### config.mk
export PLATFORM = sky130hd
export DESIGN_NAME = if_fetch_unit_flat
export DESIGN_NICKNAME = d
export VERILOG_FILES = /design/src/rtl/if_fetch_unit_if.sv /design/src/rtl/if_fetch_unit.sv /design/src/flat_wrapper.sv
export SDC_FILE = /design/constraint.sdc
export NUM_CORES = 1
export LEC_CHECK = 0
export BUFFER_PORTS_ARGS = -buffer_cell sky130_fd_sc_hd__buf_4
export CORE_MARGIN = 5
export CORE_UTILIZATION = 58
export DETAILED_ROUTE_END_ITERATION = 8
export PLACE_DENSITY = 0.95
export REMOVE_ABC_BUFFERS = 1
export SLEW_MARGIN = 10
export SYNTH_ARGS = -nofsm -noshare
export SYNTH_HDL_FRONTEND = slang
export SYNTH_SLANG_ARGS = --single-unit
### constraint.sdc
create_clock -name clk -period 6.2 [get_ports clk]
set_input_delay 0.31 -clock clk [delete_from_list [all_inputs] [get_ports clk]]
set_output_delay 0.31 -clock clk [all_outputs]
set_load 0.01 [all_outputs]
### src/rtl/if_fetch_unit_if.sv
// Fetch-stage bundle: hazard/redirect inputs, instruction-memory port and IF/ID-facing outputs.
interface if_fetch_unit_if #(
    parameter int PC_W   = 64,
    parameter int INST_W = 32
);
    logic              stall;
    logic              redirect_valid;
    logic [PC_W-1:0]   redirect_pc;
    logic              imem_req;
    logic [PC_W-1:0]   imem_addr;
    logic [INST_W-1:0] imem_rdata;
    logic [INST_W-1:0] inst_out;
    logic [PC_W-1:0]   pc_out;
    logic              inst_valid;
    logic              if_id_en;

    modport slave (
        input  stall, redirect_valid, redirect_pc, imem_rdata,
        output imem_req, imem_addr, inst_out, pc_out, inst_valid, if_id_en
    );

    modport master (
        output stall, redirect_valid, redirect_pc, imem_rdata,
        input  imem_req, imem_addr, inst_out, pc_out, inst_valid, if_id_en
    );
endinterface

### src/rtl/if_fetch_unit.sv
// Instruction-fetch stage: owns the PC, drives a 1-cycle-latency instruction memory and feeds IF/ID.
// Define FETCH_SKID_BUF_EN to park the stalled instruction in a skid buffer instead of refetching it.
module if_fetch_unit #(
    parameter int                PC_W     = 64,
    parameter int                INST_W   = 32,
    parameter logic [PC_W-1:0]   RESET_PC = '0,
    parameter logic [INST_W-1:0] NOP_INST = 32'h00000013
) (
    input  logic           clk,
    input  logic           arst,
    if_fetch_unit_if.slave bus_io
);
    // IDLE: post-reset, no request | RUN: fetching | HOLD: stalled, result parked or rewound
    typedef enum logic [1:0] {IDLE, RUN, HOLD} state_e;

    localparam logic [PC_W-1:0] PC_STEP = PC_W'(4);

    state_e            state_q, state_d;
    logic [PC_W-1:0]   pc_q, pc_d;
    logic              infl_v_q, infl_v_d;
    logic [PC_W-1:0]   infl_pc_q, infl_pc_d;
    logic              redirect;
    logic              pres_v;
    logic [INST_W-1:0] pres_inst;
    logic [PC_W-1:0]   pres_pc;

    assign redirect = bus_io.redirect_valid && (state_q != IDLE);

    assign bus_io.if_id_en   = !bus_io.stall || bus_io.redirect_valid;
    assign bus_io.imem_req   = (state_q != IDLE) && (redirect || !bus_io.stall);
    assign bus_io.imem_addr  = redirect ? bus_io.redirect_pc : pc_q;
    assign bus_io.inst_valid = pres_v && !redirect;
    assign bus_io.inst_out   = bus_io.inst_valid ? pres_inst : NOP_INST;
    assign bus_io.pc_out     = pres_pc;

`ifdef FETCH_SKID_BUF_EN
    logic              skid_v_q, skid_v_d;
    logic [INST_W-1:0] skid_inst_q, skid_inst_d;
    logic [PC_W-1:0]   skid_pc_q, skid_pc_d;

    always_ff @(posedge clk or posedge arst) begin
        if (arst) begin
            skid_v_q    <= 1'b0;
            skid_inst_q <= '0;
            skid_pc_q   <= '0;
        end else begin
            skid_v_q    <= skid_v_d;
            skid_inst_q <= skid_inst_d;
            skid_pc_q   <= skid_pc_d;
        end
    end

    always_comb begin
        pres_v    = infl_v_q;
        pres_inst = bus_io.imem_rdata;
        pres_pc   = infl_pc_q;
        if (skid_v_q) begin
            pres_v    = 1'b1;
            pres_inst = skid_inst_q;
            pres_pc   = skid_pc_q;
        end
    end
`else
    assign pres_v    = infl_v_q;
    assign pres_inst = bus_io.imem_rdata;
    assign pres_pc   = infl_pc_q;
`endif

    always_ff @(posedge clk or posedge arst) begin
        if (arst) begin
            state_q   <= IDLE;
            pc_q      <= RESET_PC;
            infl_v_q  <= 1'b0;
            infl_pc_q <= '0;
        end else begin
            state_q   <= state_d;
            pc_q      <= pc_d;
            infl_v_q  <= infl_v_d;
            infl_pc_q <= infl_pc_d;
        end
    end

    always_comb begin
        state_d   = state_q;
        pc_d      = pc_q;
        infl_v_d  = infl_v_q;
        infl_pc_d = infl_pc_q;
`ifdef FETCH_SKID_BUF_EN
        skid_v_d    = skid_v_q;
        skid_inst_d = skid_inst_q;
        skid_pc_d   = skid_pc_q;
`endif
        if (state_q == IDLE) begin
            state_d = RUN;
        end else if (redirect) begin
            state_d   = RUN;
            pc_d      = bus_io.redirect_pc + PC_STEP;
            infl_v_d  = 1'b1;
            infl_pc_d = bus_io.redirect_pc;
`ifdef FETCH_SKID_BUF_EN
            skid_v_d  = 1'b0;
`endif
        end else if (bus_io.stall) begin
            state_d  = HOLD;
            infl_v_d = 1'b0;
`ifdef FETCH_SKID_BUF_EN
            if (infl_v_q) begin
                skid_v_d    = 1'b1;
                skid_inst_d = bus_io.imem_rdata;
                skid_pc_d   = infl_pc_q;
            end
`else
            // The returning instruction is dropped here and refetched once the stall clears.
            if (infl_v_q) begin
                pc_d = infl_pc_q;
            end
`endif
        end else begin
            state_d   = RUN;
            pc_d      = pc_q + PC_STEP;
            infl_v_d  = 1'b1;
            infl_pc_d = pc_q;
`ifdef FETCH_SKID_BUF_EN
            skid_v_d  = 1'b0;
`endif
        end
    end
endmodule
### src/flat_wrapper.sv
// flat-port wrapper written by rule: the top's interface ports become plain ports
module if_fetch_unit_flat 
#(
    parameter int                PC_W     = 64,
    parameter int                INST_W   = 32,
    parameter logic [PC_W-1:0]   RESET_PC = '0,
    parameter logic [INST_W-1:0] NOP_INST = 32'h00000013
)
  (clk, arst, bus_io_stall, bus_io_redirect_valid, bus_io_redirect_pc, bus_io_imem_rdata, bus_io_imem_req, bus_io_imem_addr, bus_io_inst_out, bus_io_pc_out, bus_io_inst_valid, bus_io_if_id_en);
  if_fetch_unit_if #(.PC_W(PC_W), .INST_W(INST_W)) bus_io_i ();
  input  logic clk;
  input  logic arst;
  input wire logic [$bits(bus_io_i.stall)-1:0] bus_io_stall;
  input wire logic [$bits(bus_io_i.redirect_valid)-1:0] bus_io_redirect_valid;
  input wire logic [$bits(bus_io_i.redirect_pc)-1:0] bus_io_redirect_pc;
  input wire logic [$bits(bus_io_i.imem_rdata)-1:0] bus_io_imem_rdata;
  output wire logic [$bits(bus_io_i.imem_req)-1:0] bus_io_imem_req;
  output wire logic [$bits(bus_io_i.imem_addr)-1:0] bus_io_imem_addr;
  output wire logic [$bits(bus_io_i.inst_out)-1:0] bus_io_inst_out;
  output wire logic [$bits(bus_io_i.pc_out)-1:0] bus_io_pc_out;
  output wire logic [$bits(bus_io_i.inst_valid)-1:0] bus_io_inst_valid;
  output wire logic [$bits(bus_io_i.if_id_en)-1:0] bus_io_if_id_en;
  assign bus_io_i.stall = bus_io_stall;
  assign bus_io_i.redirect_valid = bus_io_redirect_valid;
  assign bus_io_i.redirect_pc = bus_io_redirect_pc;
  assign bus_io_i.imem_rdata = bus_io_imem_rdata;
  assign bus_io_imem_req = bus_io_i.imem_req;
  assign bus_io_imem_addr = bus_io_i.imem_addr;
  assign bus_io_inst_out = bus_io_i.inst_out;
  assign bus_io_pc_out = bus_io_i.pc_out;
  assign bus_io_inst_valid = bus_io_i.inst_valid;
  assign bus_io_if_id_en = bus_io_i.if_id_en;
  if_fetch_unit #(.PC_W(PC_W), .INST_W(INST_W), .RESET_PC(RESET_PC), .NOP_INST(NOP_INST)) u_core (.clk(clk), .arst(arst), .bus_io(bus_io_i));
endmodule
Word-level counts from Yosys, hierarchy flattened. Index checks and enable logic that the tools add are counted.

Register bits after elaboration: 131. Input bits: 100. Word-level logic and storage cells: 32.

$add $sub $neg: 2. Equality and inequality tests: 2. Multiplexer cells: 12. Bitwise operators: 1. Reduce and logical (&&, ||, !) cells: 11.

Operator list (number): 64-bit two-way mux (6); 64-bit by 3-bit adder with 64-bit output, second input constant (2); 32-bit two-way mux (1); 2-bit two-way mux (3); 2-bit AND reduction (2); 1-bit logical AND (3); 3-bit by 1-bit != test with 1-bit output, second input constant (1); 1-bit zero test (2); 2-bit zero test (1); 1-bit logical OR (2); 1-bit two-way mux (2); 2-bit by 1-bit != test with 1-bit output, second input constant (1); 2-bit nonzero test (1); 1-bit NOT (1).

Depth between registers and ports, before layout.
Word-level depth: 5. Depth in mapped cells: 10. Mapped depth without buffers: 7.

Worst setup path before layout. Ideal clock, no wire load.

Path kind: register to register. Start: register u_core.pc_q[29]. End: register u_core.pc_q[54]. Library setup time: 83 ps. Data arrival time: 2573 ps. Required time: 6117 ps. Slack: 3544 ps. Cell stages (with the launch flop): 8. Clock period less this slack: 2656 ps. Cells stage by stage: dfrtp_1 -> buf_2 -> nand4_2 -> or4_4 -> or4_4 -> or4_4 -> o311a_1 -> o22ai_1.

Cells in the longest elaborated chain, start to end: 3.

Ends and longest elaborated chain: start, declared (line if_fetch_unit.sv:19) `logic [PC_W-1:0] pc_q, pc_d;`; start signal, assigned (line if_fetch_unit.sv:77) `pc_q <= pc_d;`; 64-bit by 3-bit adder with 64-bit output (line if_fetch_unit.sv:120) `pc_d = pc_q + PC_STEP;`; 64-bit two-way mux (line if_fetch_unit.sv:103) `end else if (bus_io.stall) begin`; 64-bit two-way mux (line if_fetch_unit.sv:95) `end else if (redirect) begin`.

Every way passes these cells. A chain may end at the register's enable or synchronous reset.

Worst setup path in the final report.
Start: register u_core.state_q[1]. End: output bus_io_imem_req.

Cells in the longest elaborated chain, start to end: 4.

Ends and longest elaborated chain: start, declared (line if_fetch_unit.sv:18) `state_e state_q, state_d;`; start signal, assigned (line if_fetch_unit.sv:76) `state_q <= state_d;`; 2-bit nonzero test (*) (line if_fetch_unit.sv:27, if_fetch_unit.sv:30); 1-bit logical AND (line if_fetch_unit.sv:27) `assign redirect = bus_io.redirect_valid && (state_q != IDLE);`; 1-bit logical OR (line if_fetch_unit.sv:30) `assign bus_io.imem_req = (state_q != IDLE) && (redirect || !bus_io.stall);`; 1-bit logical AND (*) (line if_fetch_unit.sv:30); end, declared (line flat_wrapper.sv:17) `output wire logic [$bits(bus_io_i.imem_req)-1:0] bus_io_imem_req;`.

Mark *: on every way between the ends. The rest lies on a longest branch, timed or not.

==> results list <==
- The run finished with clean final reports.
- Number of enable-type register cells in the synthesized netlist: 0
- At the end of routability-driven placement, the weighted congestion stood at about 0.95.
- Worst slack, placed: around 2.8 ns
* Fraction of the cycle the final worst path needs: 0.574
- Fin nets: approximately 1,500
- Flop and latch count out of synthesis: between 100 and 150
- Vias/cell: about 6.8
- Sum of overflow across all layers after global routing: 0
- The final hold violation count was 0.
- Area of the die: between 0.015 and 0.02 mm2
* First-pass GRT wire length: 56.2 mm
- Worst path depth: 4
- Total chip power: roughly 3.4 mW
- The critical path contains buffers and inverters numbering 3 combined.
- Signal arrival time at the worst endpoint: approximately 3.3 ns
- Of the total power, the clock network draws 0.314.
- Cts repair resizes: 0
* Diode insertion count for antenna repair: 0
* Final min period: 3.56 ns
- Die outline height: 139 um
- Summed over all layers, the routed wires come to 35.7 mm.
- Placeable core region: about 0.016 mm2
- Setup repair after global routing left no endpoint under its margin.
- The clock arrives with 0.0119 ns of skew.
* Area overhead of the layout relative to synthesis: 27.6%
- Critical path endpoint category: output port
* Number of buffers created by CTS: 17
* Maximum clock rate: 281 MHz
* WHS Endpoint: u_core.pc_q[1]
- Max-slew violation count: 0
- The initial antenna violation count came to 0.
* Critical-path maximum fanout: 42
- Setup violations remaining at the end of the flow were counted as 0.
- The setup check on the worst reg-to-reg path leaves a slack of 2.88 ns.
* Register clock-pin slew on the reported worst setup and hold paths: ~0.06 ns
- Number of cell rows: 47
- The critical path is of the flop to output port type.
- Max rail drop VDD: 0.214 mV
- Overall routing resource usage: 0.352
- End of the worst register-to-register path: u_core.pc_q[63]
* Number of distinct standard cells referenced by the synthesized netlist: slightly below 70
* Clock insertion delay at the later pin of the skew report: 0.44 ns
- After detailed routing, the average wire length per cell comes to between 20 and 25 um.
- Via total after detailed routing: around 11,000
* Critical path data required time: around 5.9 ns
- After synthesis, the share of flip-flops with an asynchronous set or reset is 1.00.
- Measured in cells, the most critical reg-to-reg path has a length of 6.
* Family of cells with the greatest summed delay on the critical path: buffers and inverters
* Worst path most repeated cell: buf_4
- After synthesis the cells add up to ~0.0097 mm2.
- Slowest stage cell on the critical path: clkinv_1
- Dominant synthesized flop cell: dfrtp_1
- Standby leakage power: about 5.4 nW
- DRC viols: 0
- For this configuration, the core starts out at a cell density of 0.587.
- The count of nets left with antenna violations once routing finished came out at 0.
- Fraction of power consumed by sequential logic: 0.373
- Boundary Pins: roughly 260
* Crit path largest cell delay: about 1.1 ns
- Pin slew with the least headroom to its limit: between 1 and 1.5 ns
- The worst pin sits at a relative slew slack of 0.212.
* Cells along the critical path: o21ai_4 > buf_4 > clkinv_1 > buf_4
- The clock drives between 100 and 150 sinks.
- The internal power of the cells totals between 2 and 2.5 mW.
- In this run the number of H-tree levels came out at 4.
- Path class of the lowest-slack min-delay path: input port to flop
- Input and output buffers added on the ports amount to 262.
- In the final layout, the share of cells above drive strength 1 is 0.266.
- After routing, the total negative slack on setup checks comes to 0 ns.
- Measured on the finished design, the core utilization comes to 0.749.
- Summing all non-filler instances in the final layout gives an area of around 0.012 mm2.
- The tree is rooted in a clkbuf_16.
* Post-DP Area: roughly 0.012 mm2
* Number of cells on the worst hold path: 3
- Number of warnings issued by yosys: 0
- Of the total power, combinational logic draws 0.313.
- Entering global routing, the biggest net connects 80 pins.
- Counting along the longest clock path gives a buffer depth of 2.
- Ratio of total power to cell area: 278 mW/mm2
* TritonCTS clock tree: done
* Half-perimeter wire length after detailed placement: 24.6 mm
- Via count of the first global-routing pass: 10,782
- Startpoint kind of the worst setup timing path: flop
- Max-cap viol count: 0
- Register area share after synthesis: 0.339
- In this run the most critical hold path is launched from bus_io_redirect_pc[1].
* Starting DRT DRC Count: roughly 2,200
- In this run the critical register-to-register path is launched from u_core.pc_q[36].
* Worst setup slack after layout: between 2 and 3 ns
- Mean instance size in the synthesized netlist: just under 8 um2
* Switching portion of total power: 0.350
* Die X: ~140 um
* Net switching power: roughly 1.2 mW
* Cell count after synthesis: between 1,000 and 1,500
* Pre-antenna DRT Iters: 6
## power by group through the flow
stage | sequential (mW) | combinational, mW | clock, mW
2_1_floorplan | 1.25 | 0.537 | 0
3_3_place_gp | 1.26 | 1.02 | 0
3_5_place_dp | 1.27 | 1.06 | 0
4_1_cts | 1.26 | 1.07 | 1.07
5_1_grt | 1.30 | 1.16 | 1.11
6_report | 1.28 | 1.07 | 1.08
## worst max path at each step
| stage | start | end | slack, ns |
|---|---|---|---|
| finish | u_core.state_q[1] | bus_io_imem_req | 2.64 |
| global route | u_core.state_q[1] | bus_io_inst_out[4] | 2.54 |
| CTS | u_core.state_q[1] | bus_io_imem_req | 2.68 |
| detailed placement | bus_io_redirect_pc[2] | u_core.pc_q[62] | 2.80 |
| global placement | bus_io_stall | bus_io_imem_req | 2.90 |
| floorplan | u_core.state_q[1] | u_core.pc_q[15] | -4.96 |
## worst min-delay path, delay by kind of cell
kind                   cells  cell delay (ns)
AO/OA/AOI/OAI              2             0.20
buffers and inverters      1             0.09
## cell families (layout without fill, tap and decap cells)
| group | after synthesis | count (layout) | synth area share |
|---|---|---|---|
| AOI/OAI and AO/OA | 297 | 297 | 0.199 |
| xor gates and xnor gates | 33 | 33 | 0.0299 |
| adders and majority gates | 2 | 2 | 0.00259 |
| buffers and inverters | 114 | 329 | 0.0450 |
| DFF | 131 | 131 | 0.339 |
| muxes | 74 | 74 | 0.0849 |
| and+or+nand+nor | 580 | 580 | 0.299 |
## cells in the final DEF, fill, tap and decap left out, types with 7 or more instances in the layout
cell type  netlist  final
buf_4            0    275
nand2_1        237    237
dfrtp_1        131    131
o21ai_0         98     97
mux2_2          64     64
nand3_1         56     56
a21oi_1         54     54
nor2_1          53     53
nand4_1         45     45
and3_1          45     45
nor3_1          35     35
nor4_1          31     31
xnor2_1         23     23
inv_1           21     20
and4_1          19     19
a31oi_1         19     19
clkbuf_16        0     17
o31ai_1         15     15
and2_1          15     15
a21o_1          15     15
a32o_1          12     12
or3_1           11     11
xor2_1          10     10
mux2i_1         10     10
a22o_1           8      8
a221oi_1         7      7
o311ai_0         7      7
## per-layer routing
metal	GRT usage	wire [um]	vias to the layer above
met2	0.563	16400	994
met3	0.101	4780	173
li1	-	-	4968
met1	0.439	12800	5225
met5	0	0	-
met4	0.174	1640	0
## flip-flops by register name (all words and copies together) (netlist names)
signal                cells
u_core.bus_io.pc_out     64
u_core.state_q            2
u_core.pc_q              64
u_core.infl_v_q           1
## cell type report
type                    count  area, um2
multi-input cells         986       6000
fillers                  1211       4130
flip-flops and latches    131       3280
repair buffers            276       2070
clock buffers              23        498
well taps                 220        275
clock inverters             8        124
inverters                  22       85.1
## timing repair
item / CTS / global route
buffers inserted: 0 / 0
endpoints found under the hold margin: 39 / 0
hold buffers: 1 / 0
setup endpoints to repair: 0 / 0
## synth_stat cells (all sizes together) (6+ instances only)
master,instances,area (um2)
nand2,237,890
dfrtp,131,3280
o21ai,99,495
clkbuf,77,290
mux2,64,721
nand3,56,280
a21oi,54,270
nor2,53,199
nand4,46,294
and3,45,282
nor3,35,175
nor4,32,206
xnor2,23,201
inv,21,78.8
a31oi,19,119
and4,19,166
and2,17,106
a21o,15,113
buf,15,62.6
o31ai,15,113
a32o,12,120
or3,11,68.8
mux2i,10,100
xor2,10,87.6
or4,9,78.8
a22o,8,70.1
a221oi,7,61.3
nand2b,7,43.8
o22ai,7,43.8
o311ai,7,61.3
o211ai,6,45.0
## metrics by stage
stage	instances	hold WS (ns)
finish	1666	0.218
global route	1666	0.225
CTS	1666	0.220
detailed placement	1634	0.393
global placement	1634	0.392
floorplan	1139	0.493
Power figures use the tool's default switching activity.
